--- config.mk ---
export PLATFORM = sky130hd
export DESIGN_NAME = bus_arbiter
export DESIGN_NICKNAME = d
export VERILOG_FILES = /design/src/rtl/xctcmsg_pkg.sv /design/src/rtl/rr_arbiter.sv /design/src/rtl/bus_arbiter.sv
export SDC_FILE = /design/constraint.sdc
export NUM_CORES = 1
export LEC_CHECK = 0
export BUFFER_PORTS_ARGS = -buffer_cell sky130_fd_sc_hd__buf_2
export CAP_MARGIN = 20
export CELL_PAD_IN_SITES_DETAIL_PLACEMENT = 0
export CELL_PAD_IN_SITES_GLOBAL_PLACEMENT = 2
export CORE_ASPECT_RATIO = 0.7
export CORE_MARGIN = 5
export CORE_UTILIZATION = 26
export DETAILED_ROUTE_END_ITERATION = 16
export GPL_ROUTABILITY_DRIVEN = 0
export PLACE_DENSITY_LB_ADDON = 0.1
export SLEW_MARGIN = 20
export SYNTH_ARGS = -nofsm -noshare
export SYNTH_HDL_FRONTEND = slang
export SYNTH_SLANG_ARGS = --single-unit
export TNS_END_PERCENT = 100
--- constraint.sdc ---
create_clock -name clk -period 6.2 [get_ports clk]
set_clock_uncertainty 0.1 [all_clocks]
set_input_delay 1.24 -clock clk [delete_from_list [all_inputs] [get_ports clk]]
set_output_delay 1.24 -clock clk [all_outputs]
set_load 0.005 [all_outputs]
--- src/rtl/xctcmsg_pkg.sv ---
// Shared message-bus types: node address, tag, payload and the delivery
// register layout used by the bus arbiter.
package xctcmsg_pkg;

    localparam int BUS_N_NODES = 4;
    localparam int BUS_ADDR_W  = $clog2(BUS_N_NODES);
    localparam int BUS_TAG_W   = 8;
    localparam int BUS_DATA_W  = 64;

    typedef logic [BUS_ADDR_W-1:0] bus_node_addr_t;
    typedef logic [BUS_TAG_W-1:0]  bus_tag_t;
    typedef logic [BUS_DATA_W-1:0] bus_msg_t;

    typedef struct packed {
        bus_node_addr_t src;
        bus_node_addr_t dst;
        bus_tag_t       tag;
        bus_msg_t       msg;
    } bus_delivery_t;

endpackage

--- src/rtl/rr_arbiter.sv ---
// Combinational round-robin picker: first requester at or after ptr, wrapping
// modulo N. The pointer itself is owned by the caller.
module rr_arbiter #(
    parameter int N     = 4,
    parameter int IDX_W = $clog2(N)
) (
    input  logic [N-1:0]     req,
    input  logic [IDX_W-1:0] ptr,
    output logic [N-1:0]     gnt,
    output logic [IDX_W-1:0] gnt_idx,
    output logic             any
);

    int               pos;
    logic [IDX_W-1:0] idx;

    // Scan from the farthest slot back to ptr so the nearest requester wins last.
    always_comb begin
        gnt     = '0;
        gnt_idx = '0;
        any     = 1'b0;
        pos     = 0;
        idx     = '0;
        for (int k = N - 1; k >= 0; k--) begin
            pos = int'(ptr) + k;
            if (pos >= N) begin
                pos = pos - N;
            end
            idx = IDX_W'(pos);
            if (req[idx]) begin
                gnt      = '0;
                gnt[idx] = 1'b1;
                gnt_idx  = idx;
                any      = 1'b1;
            end
        end
    end

endmodule

--- src/rtl/bus_arbiter.sv ---
// Shared message bus: round-robin grant of one sender per cycle into a single
// delivery register that is held until the destination node accepts it.
module bus_arbiter
    import xctcmsg_pkg::*;
#(
    parameter int N_NODES = BUS_N_NODES,
    parameter int ADDR_W  = $clog2(N_NODES),
    parameter int TAG_W   = BUS_TAG_W,
    parameter int DATA_W  = BUS_DATA_W,
    parameter int CNT_W   = 16
) (
    input  logic                        clk,
    input  logic                        rst_n,
    input  logic [N_NODES-1:0]          node_val_i,
    input  logic [N_NODES*ADDR_W-1:0]   node_dst_i,
    input  logic [N_NODES*TAG_W-1:0]    node_tag_i,
    input  logic [N_NODES*DATA_W-1:0]   node_msg_i,
    output logic [N_NODES-1:0]          node_ack_o,
    output logic [N_NODES-1:0]          node_val_o,
    output logic [ADDR_W-1:0]           node_src_o,
    output logic [TAG_W-1:0]            node_tag_o,
    output logic [DATA_W-1:0]           node_msg_o,
    input  logic [N_NODES-1:0]          node_rdy_i,
    output logic [CNT_W-1:0]            drop_count_o
);

    localparam int                N_PAD = 1 << ADDR_W;
    localparam logic [ADDR_W:0]   N_LIM = (ADDR_W + 1)'(N_NODES);

    // Same field order as bus_delivery_t, sized for this instance.
    typedef struct packed {
        logic [ADDR_W-1:0] src;
        logic [ADDR_W-1:0] dst;
        logic [TAG_W-1:0]  tag;
        logic [DATA_W-1:0] msg;
    } delivery_t;

    logic [ADDR_W-1:0] dst_arr [N_NODES];
    logic [TAG_W-1:0]  tag_arr [N_NODES];
    logic [DATA_W-1:0] msg_arr [N_NODES];

    generate
        for (genvar gi = 0; gi < N_NODES; gi++) begin : g_unpack
            assign dst_arr[gi] = node_dst_i[gi*ADDR_W +: ADDR_W];
            assign tag_arr[gi] = node_tag_i[gi*TAG_W +: TAG_W];
            assign msg_arr[gi] = node_msg_i[gi*DATA_W +: DATA_W];
        end
    endgenerate

    delivery_t         dlv_q;
    logic              dv_q;
    logic [ADDR_W-1:0] rr_ptr_q;
    logic [CNT_W-1:0]  drop_q;

    logic [N_PAD-1:0]   rdy_pad;
    logic               drain;
    logic               cap_ok;
    logic [N_NODES-1:0] gnt;
    logic [ADDR_W-1:0]  gnt_idx;
    logic               req_any;
    logic               grant;
    logic [ADDR_W-1:0]  win_dst;
    logic               dst_ok;
    logic [ADDR_W-1:0]  ptr_next;

    // Padding keeps the ready lookup in range for non-power-of-two node counts.
    assign rdy_pad = N_PAD'(node_rdy_i);
    assign drain   = dv_q & rdy_pad[dlv_q.dst];
    assign cap_ok  = ~dv_q | drain;

    rr_arbiter #(
        .N     (N_NODES),
        .IDX_W (ADDR_W)
    ) u_rr_arbiter (
        .req     (node_val_i),
        .ptr     (rr_ptr_q),
        .gnt     (gnt),
        .gnt_idx (gnt_idx),
        .any     (req_any)
    );

    assign grant    = cap_ok & req_any;
    assign win_dst  = dst_arr[gnt_idx];
    assign dst_ok   = {1'b0, win_dst} < N_LIM;
    assign ptr_next = (gnt_idx == ADDR_W'(N_NODES - 1)) ? '0 : gnt_idx + 1'b1;

    // Ack is suppressed while reset is held so senders keep their message.
    assign node_ack_o = (grant & rst_n) ? gnt : '0;

    always_ff @(posedge clk or negedge rst_n) begin
        if (!rst_n) begin
            dv_q     <= 1'b0;
            dlv_q    <= '0;
            rr_ptr_q <= '0;
            drop_q   <= '0;
        end else begin
            if (grant) begin
                rr_ptr_q <= ptr_next;
                dlv_q    <= '{src: gnt_idx, dst: win_dst,
                              tag: tag_arr[gnt_idx], msg: msg_arr[gnt_idx]};
                dv_q     <= dst_ok;
                if (!dst_ok && !(&drop_q)) begin
                    drop_q <= drop_q + 1'b1;
                end
            end else if (drain) begin
                dv_q <= 1'b0;
            end
        end
    end

    assign node_val_o   = dv_q ? (N_NODES'(1) << dlv_q.dst) : '0;
    assign node_src_o   = dlv_q.src;
    assign node_tag_o   = dlv_q.tag;
    assign node_msg_o   = dlv_q.msg;
    assign drop_count_o = drop_q;

endmodule

==> impl_metrics.toml <==
[run_status]
outcome = "complete, no violations"

[routing]
drt_pass1_iterations = 4
viasPerCell = 4.98
drt_iter0_drc = 321
routed_wirelength_um = 31800
avgRoutedWirePerCell_um = 21.7
via_count = 7276
ant_nets = 0
drc_errors = 0

[critical_path]
worst_setup_path_start_kind = "register"
cp_cell_sequence = "inv_1, buf_4, ha_1, mux2i_1, a211oi_1, a221o_1, nand3_1, a21oi_1, buf_2"
critPathMaxStageDelay_ps = 840
r2r.worst_path.cells = 11
reg2reg_slack_ps = 1550
cp_max_fo = 25
timing.rr.end = "node_tag_o[7]$_DFFE_PN0P_"
crit_type = "reg2out"
critPathRequiredTime_ps = 4860
critPathArrivalTime_ps = 3480
slowest_stage = "dfrtp_1"
r2r-start = "rr_ptr_q[0]$_DFFE_PN0P_"
critPathCaptureType = "primary output"

[clock_tree]
clock_latency_ps = 350
cts_tree = "built"
clock_sinks = 79
cts_buffers = 9
clkSlewWorstSetupHoldPaths_ps = 60
root_buffer = "clkbuf_16"
post_cts_buffers = 0
clk_path_buf_depth = 2
h-tree-depth = 3
ctsHoldBuffers = 0
cts_resized = 0

[min_path]
worstHoldPathType = "reg2reg"
hold_path_end = "node_msg_o[3]$_DFFE_PN0P_"
hold_depth = 2
hold_path_startpoint = "node_msg_o[3]$_DFFE_PN0P_"

[sta]
tightest_slew_ps = 1010
clock.fmax_mhz = 208
finalSetupViolCount = 0
fin_setup_tns_ps = 0
hold_viol_final = 0
fin_crit_sh_pct = 77.7
max-slew-margin-rel_pct = 32.6
post-route-min-period_ps = 4820
finalMaxSlewViolations = 0
rsz0062_at_grt = "no"

[power_and_ir_drop]
ir_worst_vdd_uv = 311
power.total_mw = 5.02
leakage_nw = 4.28
power.density_mw_per_mm2 = 565

[floorplanning]
die_h_um = 147
dieArea_mm2 = 0.0302
core_area_mm2 = 0.0265
die_w_um = 206
start_util_pct = 26.2
num_rows = 50
io_pins = 404

[run]
drv_cap = 0

[global_route]
grt_util_met1_pct = 27.2
antenna_found_initial = 12
met3_usage_pct = 7.15
grt_use_met2_pct = 30.8
grt_pass1_vias = 7248
grt.busiest_layer = "met2"
grt_pass1_wl_um = 46500
grt_max_degree = 60
overflow = 0
track_usage_pct = 20.0

[placed_design]
place_hpwl_um = 23600
port_buffers = 387
dp_cells = 1443

[layout]
finalNetCount = 1404
final_cell_count_no_fill = 1462
mostFrequentLayoutCell = "buf_2"
area_growth_pct = 27.6
drive_gt1_share_pct = 40.1
final_cell_mix = "386 x buf_2, 101 x nand2_1, 79 x dfrtp_1, 78 x nand3_1, 60 x mux2i_1"

[logic_synthesis]
ys_warn_count = 0
async_flop_share_pct = 100
synth_cell_types = 46
synth_seq_cells = 79
seq_area_frac_synth_pct = 28.4
synth_cells = 834
syn_avg_cell_area_um2 = 8.34
synth-edff-count = 0
synth_area_mm2 = 0.00696
ys.flop_type = "dfrtp_1"
worst max-delay path, delay by kind of cell (launching register included):
kind            cells  cell delay, ps
mux                 1             150
buf+inv             3             500
compound gates      3            1040
simple gates        1              80
fa+ha+maj           1             500
flops               1             840
through the flow:
step / utilization [%] / area, um^2 / setup WS, ps / hold WS [ps]
final: 33.5 / 8880 / 1380 / 374
after global routing: 33.5 / 8880 / 1150 / 397
after CTS: 33.4 / 8870 / 1390 / 379
after detailed placement: 32.1 / 8520 / 1560 / 364
after global placement: 32.0 / 8480 / 1540 / 358
after floorplan: - / 7010 / 1950 / 350
registers in the layout, indices dropped and copies added (netlist names):
| register | flops |
|---|---|
| dv_q | 1 |
| node_src_o | 2 |
| node_tag_o | 8 |
| dlv_q | 2 |
| rr_ptr_q | 2 |
| node_msg_o | 64 |
Yosys cell counts (8+ instances only):
cell type | n | area, um^2
a2111oi_0 | 13 | 114
a211o_1 | 58 | 508
a211oi_1 | 18 | 135
a21oi_1 | 22 | 110
and3_1 | 17 | 106
buf_2 | 27 | 135
buf_4 | 95 | 713
clkbuf_1 | 42 | 158
dfrtp_1 | 79 | 1980
ha_1 | 8 | 100
mux2i_1 | 61 | 611
nand2_1 | 102 | 383
nand3_1 | 78 | 390
nor2b_1 | 20 | 125
o211ai_1 | 57 | 428
o21ai_0 | 28 | 140
o21ai_1 | 35 | 175
o31ai_1 | 16 | 120
cell type report:
class	count	area, um^2
antenna	4	10.0
multi-input combinational	592	3960
fill	2904	17600
clock buffer	12	256
timing repair buffer	403	2110
tap	364	455
inverter	5	18.8
clock inverter	3	90.1
sequential	79	1980
metal layers:
layer / vias to the layer above / part of all wire [%]
li1: 3482 / -
met1: 3456 / 45
met2: 279 / 44
met3: 43 / 8.9
met4: 16 / 1.5
met5: - / 0.31
where the power goes:
part | switching [mW] | leakage, nW | internal (mW)
registers | 0.165 | 0.965 | 0.790
logic | 2.12 | 3.15 | 1.30
clock network | 0.234 | 0.169 | 0.414
total | 2.52 | 4.28 | 2.50
worst max path at each step:
stage                                  startpoint                          to  slack (ps)
after floorplan           rr_ptr_q[0]$_DFFE_PN0P_               node_ack_o[0]        1950
after global placement    rr_ptr_q[0]$_DFFE_PN0P_  node_msg_o[28]$_DFFE_PN0P_        1540
after detailed placement  rr_ptr_q[0]$_DFFE_PN0P_  node_msg_o[63]$_DFFE_PN0P_        1560
after CTS                 rr_ptr_q[0]$_DFFE_PN0P_               node_ack_o[2]        1390
after global routing      rr_ptr_q[0]$_DFFE_PN0P_               node_ack_o[1]        1150
final                     rr_ptr_q[0]$_DFFE_PN0P_               node_ack_o[2]        1380
cells by family (layout without fill, tap and decap cells):
family,Yosys count,after routing,share of synthesized area (%)
multiplexers,68,68,10.4
AND/OR/NAND/NOR,238,238,16.5
other,1,20,0.0539
AO/OA/AOI/OAI,262,262,27.2
buffers and inverters,178,423,16.0
adder cells (fa/ha/maj),8,8,1.44
flip-flops,79,79,28.4
No activity file was read; power rests on OpenSTA's default activity.
